==> src/rtl/regfile_sync_if.sv <==
// rtl/regfile_sync_if.sv - register file bus: read, write, clear-control and status signals
interface regfile_sync_if #(
    parameter int DATA_W = 16,
    parameter int ADDR_W = 4
);
    logic [ADDR_W-1:0] add1;
    logic [ADDR_W-1:0] add2;
    logic [DATA_W-1:0] r1data;
    logic [DATA_W-1:0] r2data;
    logic [DATA_W-1:0] r0data;
    logic [ADDR_W-1:0] wadd;
    logic [DATA_W-1:0] wdata;
    logic              regwrite;
    logic [DATA_W-1:0] wr0;
    logic              r0write;
    logic              clr;
    logic              busy;
    logic              wr_err;

    modport master (
        output add1, add2, wadd, wdata, regwrite, wr0, r0write, clr,
        input  r1data, r2data, r0data, busy, wr_err
    );

    modport slave (
        input  add1, add2, wadd, wdata, regwrite, wr0, r0write, clr,
        output r1data, r2data, r0data, busy, wr_err
    );
endinterface

==> src/rtl/regfile_sync.sv <==
// rtl/regfile_sync.sv - clocked register file with R0 port, clear sweep and optional write-through (REGFILE_BYPASS_EN)
module regfile_sync #(
    parameter int DATA_W = 16
) (
    input  logic          clk,
    input  logic          reset,
    regfile_sync_if.slave bus
);
    localparam int ADDR_W = 4;
    localparam int DEPTH  = 2 ** ADDR_W;
    localparam logic [ADDR_W-1:0] LAST_IDX = ADDR_W'(DEPTH - 1);

    typedef enum logic {IDLE, SWEEP} state_t;

    state_t            state_q, state_d;
    logic [ADDR_W-1:0] idx_q, idx_d;
    logic              wr_err_q, wr_err_d;
    logic [DATA_W-1:0] regs_q [DEPTH];
    logic              busy;
    logic [DATA_W-1:0] rd1, rd2, rd0;

    assign busy = (state_q == SWEEP);

    // Clear sequencer state, sweep index and dropped-write flag
    always_ff @(posedge clk or posedge reset) begin
        if (reset) begin
            state_q  <= IDLE;
            idx_q    <= '0;
            wr_err_q <= 1'b0;
        end else begin
            state_q  <= state_d;
            idx_q    <= idx_d;
            wr_err_q <= wr_err_d;
        end
    end

    // Next-state: start a sweep on clr in IDLE, walk every entry once, then return
    always_comb begin
        state_d  = state_q;
        idx_d    = idx_q;
        wr_err_d = busy && (bus.regwrite || bus.r0write);
        case (state_q)
            IDLE: begin
                if (bus.clr) begin
                    state_d = SWEEP;
                    idx_d   = '0;
                end
            end
            SWEEP: begin
                if (idx_q == LAST_IDX) begin
                    state_d = IDLE;
                    idx_d   = '0;
                end else begin
                    idx_d = idx_q + 1'b1;
                end
            end
            default: begin
                state_d = IDLE;
                idx_d   = '0;
            end
        endcase
    end

    // Storage: sweep clears one entry per cycle and blocks user writes; R0 port overrides a general write to 0
    always_ff @(posedge clk or posedge reset) begin
        if (reset) begin
            for (int i = 0; i < DEPTH; i++) begin
                regs_q[i] <= '0;
            end
        end else if (busy) begin
            regs_q[idx_q] <= '0;
        end else begin
            if (bus.regwrite) begin
                regs_q[bus.wadd] <= bus.wdata;
            end
            if (bus.r0write) begin
                regs_q[0] <= bus.wr0;
            end
        end
    end

    // Combinational read paths, with same-cycle forwarding of accepted writes when enabled
    always_comb begin
        rd1 = regs_q[bus.add1];
        rd2 = regs_q[bus.add2];
        rd0 = regs_q[0];
`ifdef REGFILE_BYPASS_EN
        if (!busy) begin
            if (bus.regwrite && (bus.add1 == bus.wadd)) rd1 = bus.wdata;
            if (bus.regwrite && (bus.add2 == bus.wadd)) rd2 = bus.wdata;
            if (bus.r0write) begin
                rd0 = bus.wr0;
                if (bus.add1 == '0) rd1 = bus.wr0;
                if (bus.add2 == '0) rd2 = bus.wr0;
            end
        end
`endif
        if (reset) begin
            rd1 = '0;
            rd2 = '0;
            rd0 = '0;
        end
    end

    assign bus.r1data = rd1;
    assign bus.r2data = rd2;
    assign bus.r0data = rd0;
    assign bus.busy   = busy;
    assign bus.wr_err = wr_err_q;
endmodule

==> src/flat_wrapper.sv <==
// flat-port wrapper written by rule: the top's interface ports become plain ports
module regfile_sync_flat 
#(
    parameter int DATA_W = 16
)
  (clk, reset, bus_add1, bus_add2, bus_wadd, bus_wdata, bus_regwrite, bus_wr0, bus_r0write, bus_clr, bus_r1data, bus_r2data, bus_r0data, bus_busy, bus_wr_err);
  regfile_sync_if #(.DATA_W(DATA_W), .ADDR_W(4)) bus_i ();
  input  logic clk;
  input  logic reset;
  input wire logic [$bits(bus_i.add1)-1:0] bus_add1;
  input wire logic [$bits(bus_i.add2)-1:0] bus_add2;
  input wire logic [$bits(bus_i.wadd)-1:0] bus_wadd;
  input wire logic [$bits(bus_i.wdata)-1:0] bus_wdata;
  input wire logic [$bits(bus_i.regwrite)-1:0] bus_regwrite;
  input wire logic [$bits(bus_i.wr0)-1:0] bus_wr0;
  input wire logic [$bits(bus_i.r0write)-1:0] bus_r0write;
  input wire logic [$bits(bus_i.clr)-1:0] bus_clr;
  output wire logic [$bits(bus_i.r1data)-1:0] bus_r1data;
  output wire logic [$bits(bus_i.r2data)-1:0] bus_r2data;
  output wire logic [$bits(bus_i.r0data)-1:0] bus_r0data;
  output wire logic [$bits(bus_i.busy)-1:0] bus_busy;
  output wire logic [$bits(bus_i.wr_err)-1:0] bus_wr_err;
  assign bus_i.add1 = bus_add1;
  assign bus_i.add2 = bus_add2;
  assign bus_i.wadd = bus_wadd;
  assign bus_i.wdata = bus_wdata;
  assign bus_i.regwrite = bus_regwrite;
  assign bus_i.wr0 = bus_wr0;
  assign bus_i.r0write = bus_r0write;
  assign bus_i.clr = bus_clr;
  assign bus_r1data = bus_i.r1data;
  assign bus_r2data = bus_i.r2data;
  assign bus_r0data = bus_i.r0data;
  assign bus_busy = bus_i.busy;
  assign bus_wr_err = bus_i.wr_err;
  regfile_sync #(.DATA_W(DATA_W)) u_core (.clk(clk), .reset(reset), .bus(bus_i));
endmodule
==> config.mk <==
export PLATFORM = sky130hd
export DESIGN_NAME = regfile_sync_flat
export DESIGN_NICKNAME = d
export VERILOG_FILES = /design/src/rtl/regfile_sync_if.sv /design/src/rtl/regfile_sync.sv /design/src/flat_wrapper.sv
export SDC_FILE = /design/constraint.sdc
export NUM_CORES = 1
export LEC_CHECK = 0
export CORE_ASPECT_RATIO = 1.5
export CORE_MARGIN = 8
export CORE_UTILIZATION = 40
export CTS_CLUSTER_SIZE = 16
export DETAILED_ROUTE_END_ITERATION = 8
export MAX_ROUTING_LAYER = met4
export PLACE_DENSITY = 0.67
export SETUP_SLACK_MARGIN = 0.05
export SLEW_MARGIN = 10
export SYNTH_ARGS = -nofsm -noshare
export SYNTH_HDL_FRONTEND = slang
export SYNTH_SLANG_ARGS = --single-unit
==> constraint.sdc <==
create_clock -name clk -period 14.6 [get_ports clk]
set_input_delay 2.92 -clock clk [delete_from_list [all_inputs] [get_ports clk]]
set_output_delay 2.92 -clock clk [all_outputs]
set_load 0.005 [all_outputs]
==> key figures, run 1 <==
Finish
  – Layout Cells excl Fill: 1726
  – Post-layout util: a little under half
  – Most frequent cells in the layout: dfrtp_1 (262), a22o_1 (256), mux2i_1 (168), clkdlybuf4s50_1 (96), a22oi_1 (82)
  – Multi-input gate area: about 7200 um2
  – Fillers: between 3000 and 4000
  – Commonest non-fill, non-tap cell in the layout: dfrtp_1
  – Share of layout cells above drive strength 1: between 10% and 20%
  – Reg area: 6556 um2
  – Area Overhead vs Synth: 14.51%
  – Fin nets: ~1300

Floorplanning
  – Initial Util: between 40 and 50%
  – IO Count: 99
  – Die Span Y: 247.6 um
  – Die area: 42180 um2
  – Die X: 170.4 um
  – Row cnt: 85
  – Core ar.: 35630 um2

Worst setup path
  – Reg-to-reg endpoint: u_core.regs_q[27]$_DFFE_PP0P_
  – Highest-delay cell along the critical path: buf_4
  – Crit path kind: primary input to output pin
  – Critical path origin: bus_add2[0]
  – Reg2Reg Depth: 5
  – Critical Path Fanout Max: 56
  – Crit path to: bus_r2data[6]
  – WP data required: 11.68 ns
  – CP Launch Type: primary input
  – Max incr delay on CP: ~0.85 ns
  – CP Data Arrival Time: between 5 and 6 ns
  – R2r setup slk: 11.63 ns
  – Worst r2r src: u_core.bus.busy$_DFF_PP0_
  – Worst Setup End Kind: output pin
  – Crit-path cells: buf_6 -> buf_4 -> mux2i_1 -> a22oi_1 -> nand2_1 -> o21ai_0 -> clkdlybuf4s50_1

Timing
  – Period minus WS final: 8.892 ns
  – F_max: 0.1125 GHz
  – Skew final: 0.005163 ns
  – Tightest Pin Transition: about 1.3 ns
  – Endpoints failing setup: 0
  – Tcrit/Tclk final: 60.91%
  – Setup TNS Final: 0 ns
  – RSZ-0062 raised after global routing: no
  – Slew Viols, Final: 0
  – Max_slew headroom: about 12%
  – Fin. Hold Viols: 0
  – Worst Slack Setup Final: 5.708 ns

GRT
  – Largest net degree at the start of global routing: 121
  – GRT overflow: 0
  – Vias in the first global route: 11960
  – Initial antenna violation count: 0
  – Global-route wire length before repair: 76660 um
  – Gr usage total: 24.62%

Synth
  – Seq/Total Area, Yosys: 45.85%
  – Top cell type's share of synthesized area: around 46%
  – Post-Synthesis Net Count: between 1000 and 1500
  – Yosys reg bits: 262
  – Top cells by area, synth: dfrtp_1 (46%), a22o_1 (16%), mux2i_1 (12%)
  – EDFF count, synth: 0
  – Synthesis warning total: 0
  – Asr flop ratio synth: 100.0%
  – Yosys cell types: 40
  – Syn Area/Cell: 11.84 um2
  – Synthesized cell area: 14300 um2
  – Synth Instances: about 1200
  – Top FF cell, synth: dfrtp_1
  – Synth area leader: dfrtp_1

Placed design
  – Global placer's final weighted congestion: 0.9632
  – HPWL after DPL: 31510 um
  – Port Buffer Count: 98
  – Placed instance count: 1682
  – Pre-CTS setup slack: 5.768 ns

Pwr
  – Peak VDD IR: 79.48 uV
  – Leakage: between 7 and 8 nW
  – PwrDens: 132.8 nW/um2
  – Design Power: ~0.0022 W

Detailed routing
  – Routed WL: around 51000 um
  – Via count: 11620
  – Post-DR wirelength/cell: about 29 um
  – Final ANT Viol Nets: 0
  – Vias per cell: 6.732
  – First drt pass iteration count: 6
  – DRT iter0 DRCs: around 1200
  – # DRC: 0

CTS
  – Setup Buffers After CTS: 0
  – CTS tree: built
  – Clock-pin slew on the worst setup and hold paths: ~0.06 ns
  – Post-CTS Resized: 0
  – Clock buffer count from CTS: 27
  – Worst-Skew Late Latency: 0.56 ns
  – # clock sinks: 262
  – CTS Root Buffer Type: clkbuf_16
  – CTS max path bufs: 3
  – H-tree level count: 1
  – Cts-stage hold buffer count: 0

Hold path
  – Hold Crit Class: flip-flop to flip-flop

Flow run
  – Total of max-cap violations: 0

Outcome
  – Outcome: finished clean
-- critical path: cells and delay by family --
family	cells	cell delay (ns)
compound gates	2	0.70
buf+inv	3	1.99
simple gates	1	0.09
mux	1	0.19
-- stage by stage --
step | hold slack, ns | instance area, um2
floorplan | 0.4772 | 14300
global placement | 0.4957 | 15520
detailed placement | 0.5009 | 15520
CTS | 0.5209 | 16350
global route | 0.5306 | 16370
finish | 0.5200 | 16370
-- Yosys cell counts (4+ instances only) --
cell type,count
a21oi_1,14
dfrtp_1,262
nor3_2,4
clkbuf_1,61
a22oi_1,82
o211ai_1,5
mux4_2,44
a21oi_2,13
nor2_2,7
nand2_1,55
nor2_1,31
buf_4,4
o21ai_0,18
a311oi_1,10
buf_2,51
o2bb2ai_1,8
o2111ai_1,10
a22o_1,256
ha_1,5
inv_1,7
nand3_1,22
nor2b_1,39
mux2i_1,168
-- registers in the layout, indices dropped and copies added, names as in the netlist --
name and flops:
u_core.idx_q 4, u_core.bus.wr_err 1, u_core.regs_q 256, u_core.bus.busy 1
-- power by group --
group / internal [W] / total [W] / switching [W]
clock: 0.000377 / 0.000672 / 0.000295
combinational: 0.000240 / 0.000552 / 0.000312
sequential: 0.000837 / 0.000951 / 0.000114
total: 0.00145 / 0.00218 / 0.000721
-- routing by layer --
metal	track usage, %	wire (um)	vias up
li1	-	-	4766
met1	28.59	18890	5968
met2	38.89	24540	676
met3	4.266	3929	210
met4	16.17	3464	0
met5	-	0	-
-- worst min path at each step --
stage | depth (start not counted) | endpoint | slack (ns) | start
floorplan | 1 | u_core.regs_q[144]$_DFFE_PP0P_ | 0.48 | u_core.regs_q[144]$_DFFE_PP0P_
CTS | 1 | u_core.regs_q[142]$_DFFE_PP0P_ | 0.52 | u_core.regs_q[142]$_DFFE_PP0P_
finish | 1 | u_core.regs_q[142]$_DFFE_PP0P_ | 0.52 | u_core.regs_q[142]$_DFFE_PP0P_
global route | 1 | u_core.regs_q[143]$_DFFE_PP0P_ | 0.53 | u_core.regs_q[143]$_DFFE_PP0P_
detailed placement | 1 | u_core.regs_q[142]$_DFFE_PP0P_ | 0.50 | u_core.regs_q[142]$_DFFE_PP0P_
global placement | 1 | u_core.regs_q[142]$_DFFE_PP0P_ | 0.50 | u_core.regs_q[142]$_DFFE_PP0P_
-- cell type report --
cell class | count | share of cell area (%)
sequential | 262 | 40.04
clock buffer | 34 | 4.592
clock inverter | 9 | 0.4508
timing repair buffer | 118 | 6.923
tap | 478 | 3.652
multi-input combinational | 817 | 44.12
inverter | 7 | 0.2063
antenna | 1 | 0.01528
-- cell families (layout without fill, tap and decap cells) --
kind of cell,count (synthesis),after routing,synth area share [%]
compound gates,427,427,24.45
flops,262,262,45.85
mux,212,212,18.69
buf+inv,129,168,4.095
simple gates,173,173,6.484
other cells,0,1,0
fa+ha+maj,5,5,0.4375
Power figures use the tool's default switching activity.
==> run 2: changes to the inputs <==
- PLACE_DENSITY: 0.67 -> 0.69
- clock period: 14.6 -> 7.3 ns (I/O delays scaled with it)
==> run 2 against run 1 <==
  * Worst setup slack got worse by 4.8 ns
  * First-iteration DRC count rose by 24%
  * Utilization rose by 0.91 points
  * Highest routed layer unchanged
==> key figures, run 2 (synthesis gave the netlist of run 1 again) <==
Floorplanning
  – Die X: 170.4 um (unchanged)
  – Core ar.: 35630 um2 (unchanged)
  – IO Count: 99 (unchanged)
  – Die area: 42180 um2 (unchanged)
  – Initial Util: 40.14% (unchanged)
  – Die Span Y: 247.6 um (unchanged)
  – Row cnt: 85 (unchanged)

Worst setup path
  – Crit-path cells: clkdlybuf4s50_1 -> nor2b_2 -> buf_4 -> a22oi_1 -> nand3_1 -> o21ai_0 -> clkdlybuf4s50_1
  – Crit path buf inv count: 3 (unchanged)
  – R2r setup slk: 4.35 ns (-7.28 ns)
  – Worst r2r src: u_core.bus.busy$_DFF_PP0_
  – Crit path kind: primary input to output pin
  – CP Launch Type: primary input
  – Reg2Reg Depth: 5 (unchanged)
  – Reg-to-reg endpoint: u_core.regs_q[50]$_DFFE_PP0P_
  – Max incr delay on CP: 1.05 ns (+0.20 ns)
  – Top Family by Delay on Critical Path: buffers and inverters
  – CP Data Arrival Time: 4.90 ns (-1.07 ns)
  – Critical Path Fanout Max: 16 (-71%)
  – Cell mode on critical path: clkdlybuf4s50_1
  – WP data required: 5.84 ns (-5.84 ns)
  – Worst Setup End Kind: output pin
  – Highest-delay cell along the critical path: clkdlybuf4s50_1

Timing
  – Max_slew headroom: 13.26% (+1.0 points)
  – Period minus WS final: about 6.4 ns
  – Tcrit/Tclk final: 87.15%
  – Hold_ws: 0.5252 ns (+0.005224 ns)
  – Skew final: 0.01100 ns (+0.005835 ns)
  – Tightest Pin Transition: 1.301 ns (-0.01532 ns)
  – RSZ-0062 raised after global routing: no
  – Worst Slack Setup Final: 0.9384 ns (-4.769 ns)
  – Setup TNS Final: 0 ns (unchanged)
  – Fin. Hold Viols: 0 (unchanged)
  – F_max: about 0.16 GHz
  – Endpoints failing setup: 0 (unchanged)
  – Slew Viols, Final: 0 (unchanged)

GRT
  – Gr usage total: 25.26% (+0.64 points)
  – Global-route wire length before repair: 78250 um (+2.1%)
  – Initial antenna violation count: 0 (unchanged)
  – Largest net degree at the start of global routing: 81 (-33%)
  – Vias in the first global route: 12140 (+1.5%)
  – GRT overflow: 0 (unchanged)

Placed design
  – Port Buffer Count: 98 (unchanged)
  – Pre-CTS setup slack: 1.071 ns (-4.697 ns)
  – Global placer's final weighted congestion: 0.9752 (+1.2%)
  – HPWL after DPL: 33860 um (+7.4%)

Outcome
  – Outcome: finished clean

Detailed routing
  – # DRC: 0 (unchanged)
  – Vias per cell: 6.769 (+0.55%)
  – Routed WL: 52360 um (+3.0%)
  – Final ANT Viol Nets: 0 (unchanged)
  – Via count: 11880 (+2.2%)
  – First drt pass iteration count: 5 (-1)
  – Post-DR wirelength/cell: 29.83 um (+1.3%)
  – DRT iter0 DRCs: 1495 (+24%)

Hold path
  – WHS Path Cells: 1 (unchanged)
  – Hold Startpoint: u_core.regs_q[63]$_DFFE_PP0P_
  – Hold Path End: u_core.regs_q[63]$_DFFE_PP0P_
  – Hold Crit Class: flip-flop to flip-flop

CTS
  – CTS tree: built
  – # clock sinks: 262 (unchanged)
  – Post-CTS Resized: 0 (unchanged)
  – Setup Buffers After CTS: 0 (unchanged)
  – Cts-stage hold buffer count: 0 (unchanged)
  – CTS max path bufs: 3 (unchanged)
  – H-tree level count: 1 (unchanged)
  – CTS Root Buffer Type: clkbuf_16
  – Worst-Skew Late Latency: 0.54 ns (-0.02 ns)
  – Clock-pin slew on the worst setup and hold paths: 0.07 ns (about the same)
  – Clock buffer count from CTS: 27 (unchanged)

Finish
  – Most flop-heavy register: u_core.regs_q
  – Fillers: 3202 (-2.3%)
  – Max reg flops: 256 (unchanged)
  – Area Overhead vs Synth: 16.76%
  – Commonest non-fill, non-tap cell in the layout: dfrtp_1
  – Share of layout cells above drive strength 1: 13.40% (+2.0 points)
  – Most frequent cells in the layout: dfrtp_1 (262), a22o_1 (256), mux2i_1 (168), clkdlybuf4s50_1 (96), a22oi_1 (82)
  – Multi-input gate area: 7189 um2 (-0.48%)
  – Largest registers: u_core.regs_q: 256 flops, u_core.idx_q: 4 flops
  – Reg area: 6556 um2 (unchanged)
  – Fin nets: 1310 (+1.8%)

Pwr
  – PwrDens: 274.1 nW/um2 (+110%)
  – Peak VDD IR: 143.3 uV (+80%)
  – Design Power: 0.004577 W (+110%)
  – Leakage: 7.481 nW (+2.3%)

Flow run
  – Total of max-cap violations: 0 (unchanged)
## run 2: changes by cell type in the layout (fill, tap and decap cells not counted), sizes merged
cell	previous run	this run
buf	22	45
bufinv	1	5
clkbuf	34	33
clkinvlp	0	3
## run 2: layer usage
| metal | wire length, um | track usage (%) | vias to the layer above | share of wire, % |
|---|---|---|---|---|
| li1 | - | - | 4812 | - |
| met4 | 3513 | 15.52 | 0 | 6.7 |
| met5 | 0 | - | - | 0 |
| met2 | 25020 | 39.87 | 777 | 48 |
| met3 | 3984 | 3.486 | 194 | 7.6 |
| met1 | 19840 | 30.34 | 6097 | 38 |
## run 2: stage by stage
stage	utilization, %	cells	instance area [um2]
finish	46.87	1755	16700
detailed placement	44.09	1705	15710
global route	46.86	1754	16690
floorplan	-	1208	14300
global placement	44.09	1705	15710
CTS	46.83	1754	16690
## run 2: worst register-to-register path: cells and delay by family (launching register included)
kind                   cells  cell delay [ns]
AOI/OAI and AO/OA          2             0.84
buffers and inverters      1             0.22
DFF                        1             0.36
and+or+nand+nor            2             1.41
## run 2: final cells by class
cell class,instances,share of cell area [%]
Clock buffer,33,4.481
Antenna cell,1,0.01499
Clock inverter,16,1.371
Timing Repair Buffer,141,8.048
Inverter,7,0.1798
Multi-Input combinational cell,817,43.06
Sequential cell,262,39.27
Tap cell,478,3.582
## run 2: worst max path at each step
stage,start,to,slack [ns],cells past startpoint
final,bus_add2[2],bus_r2data[6],0.94,7
after global routing,bus_add2[2],bus_r2data[3],1.02,7
after CTS,bus_add2[2],bus_r2data[6],1.07,7
after detailed placement,bus_add2[2],bus_r2data[6],1.07,7
after global placement,bus_add2[2],bus_r2data[6],1.08,7
after floorplan,reset,u_core.bus.busy$_DFF_PP0_,1.92,3
## run 2: report_power, final
| part | switching [W] | leakage (nW) | internal (W) |
|---|---|---|---|
| clock network | 0.000632 | 0.478 | 0.000911 |
| logic | 0.000656 | 3.38 | 0.000491 |
| registers | 0.000216 | 3.63 | 0.00167 |
| total | 0.00150 | 7.48 | 0.00307 |
==> run 3: changes to the inputs <==
- SKIP_CTS_REPAIR_TIMING: not set -> 1
==> results of run 3 <==
Final layout, timing and power as in run 2 (identical DEF).
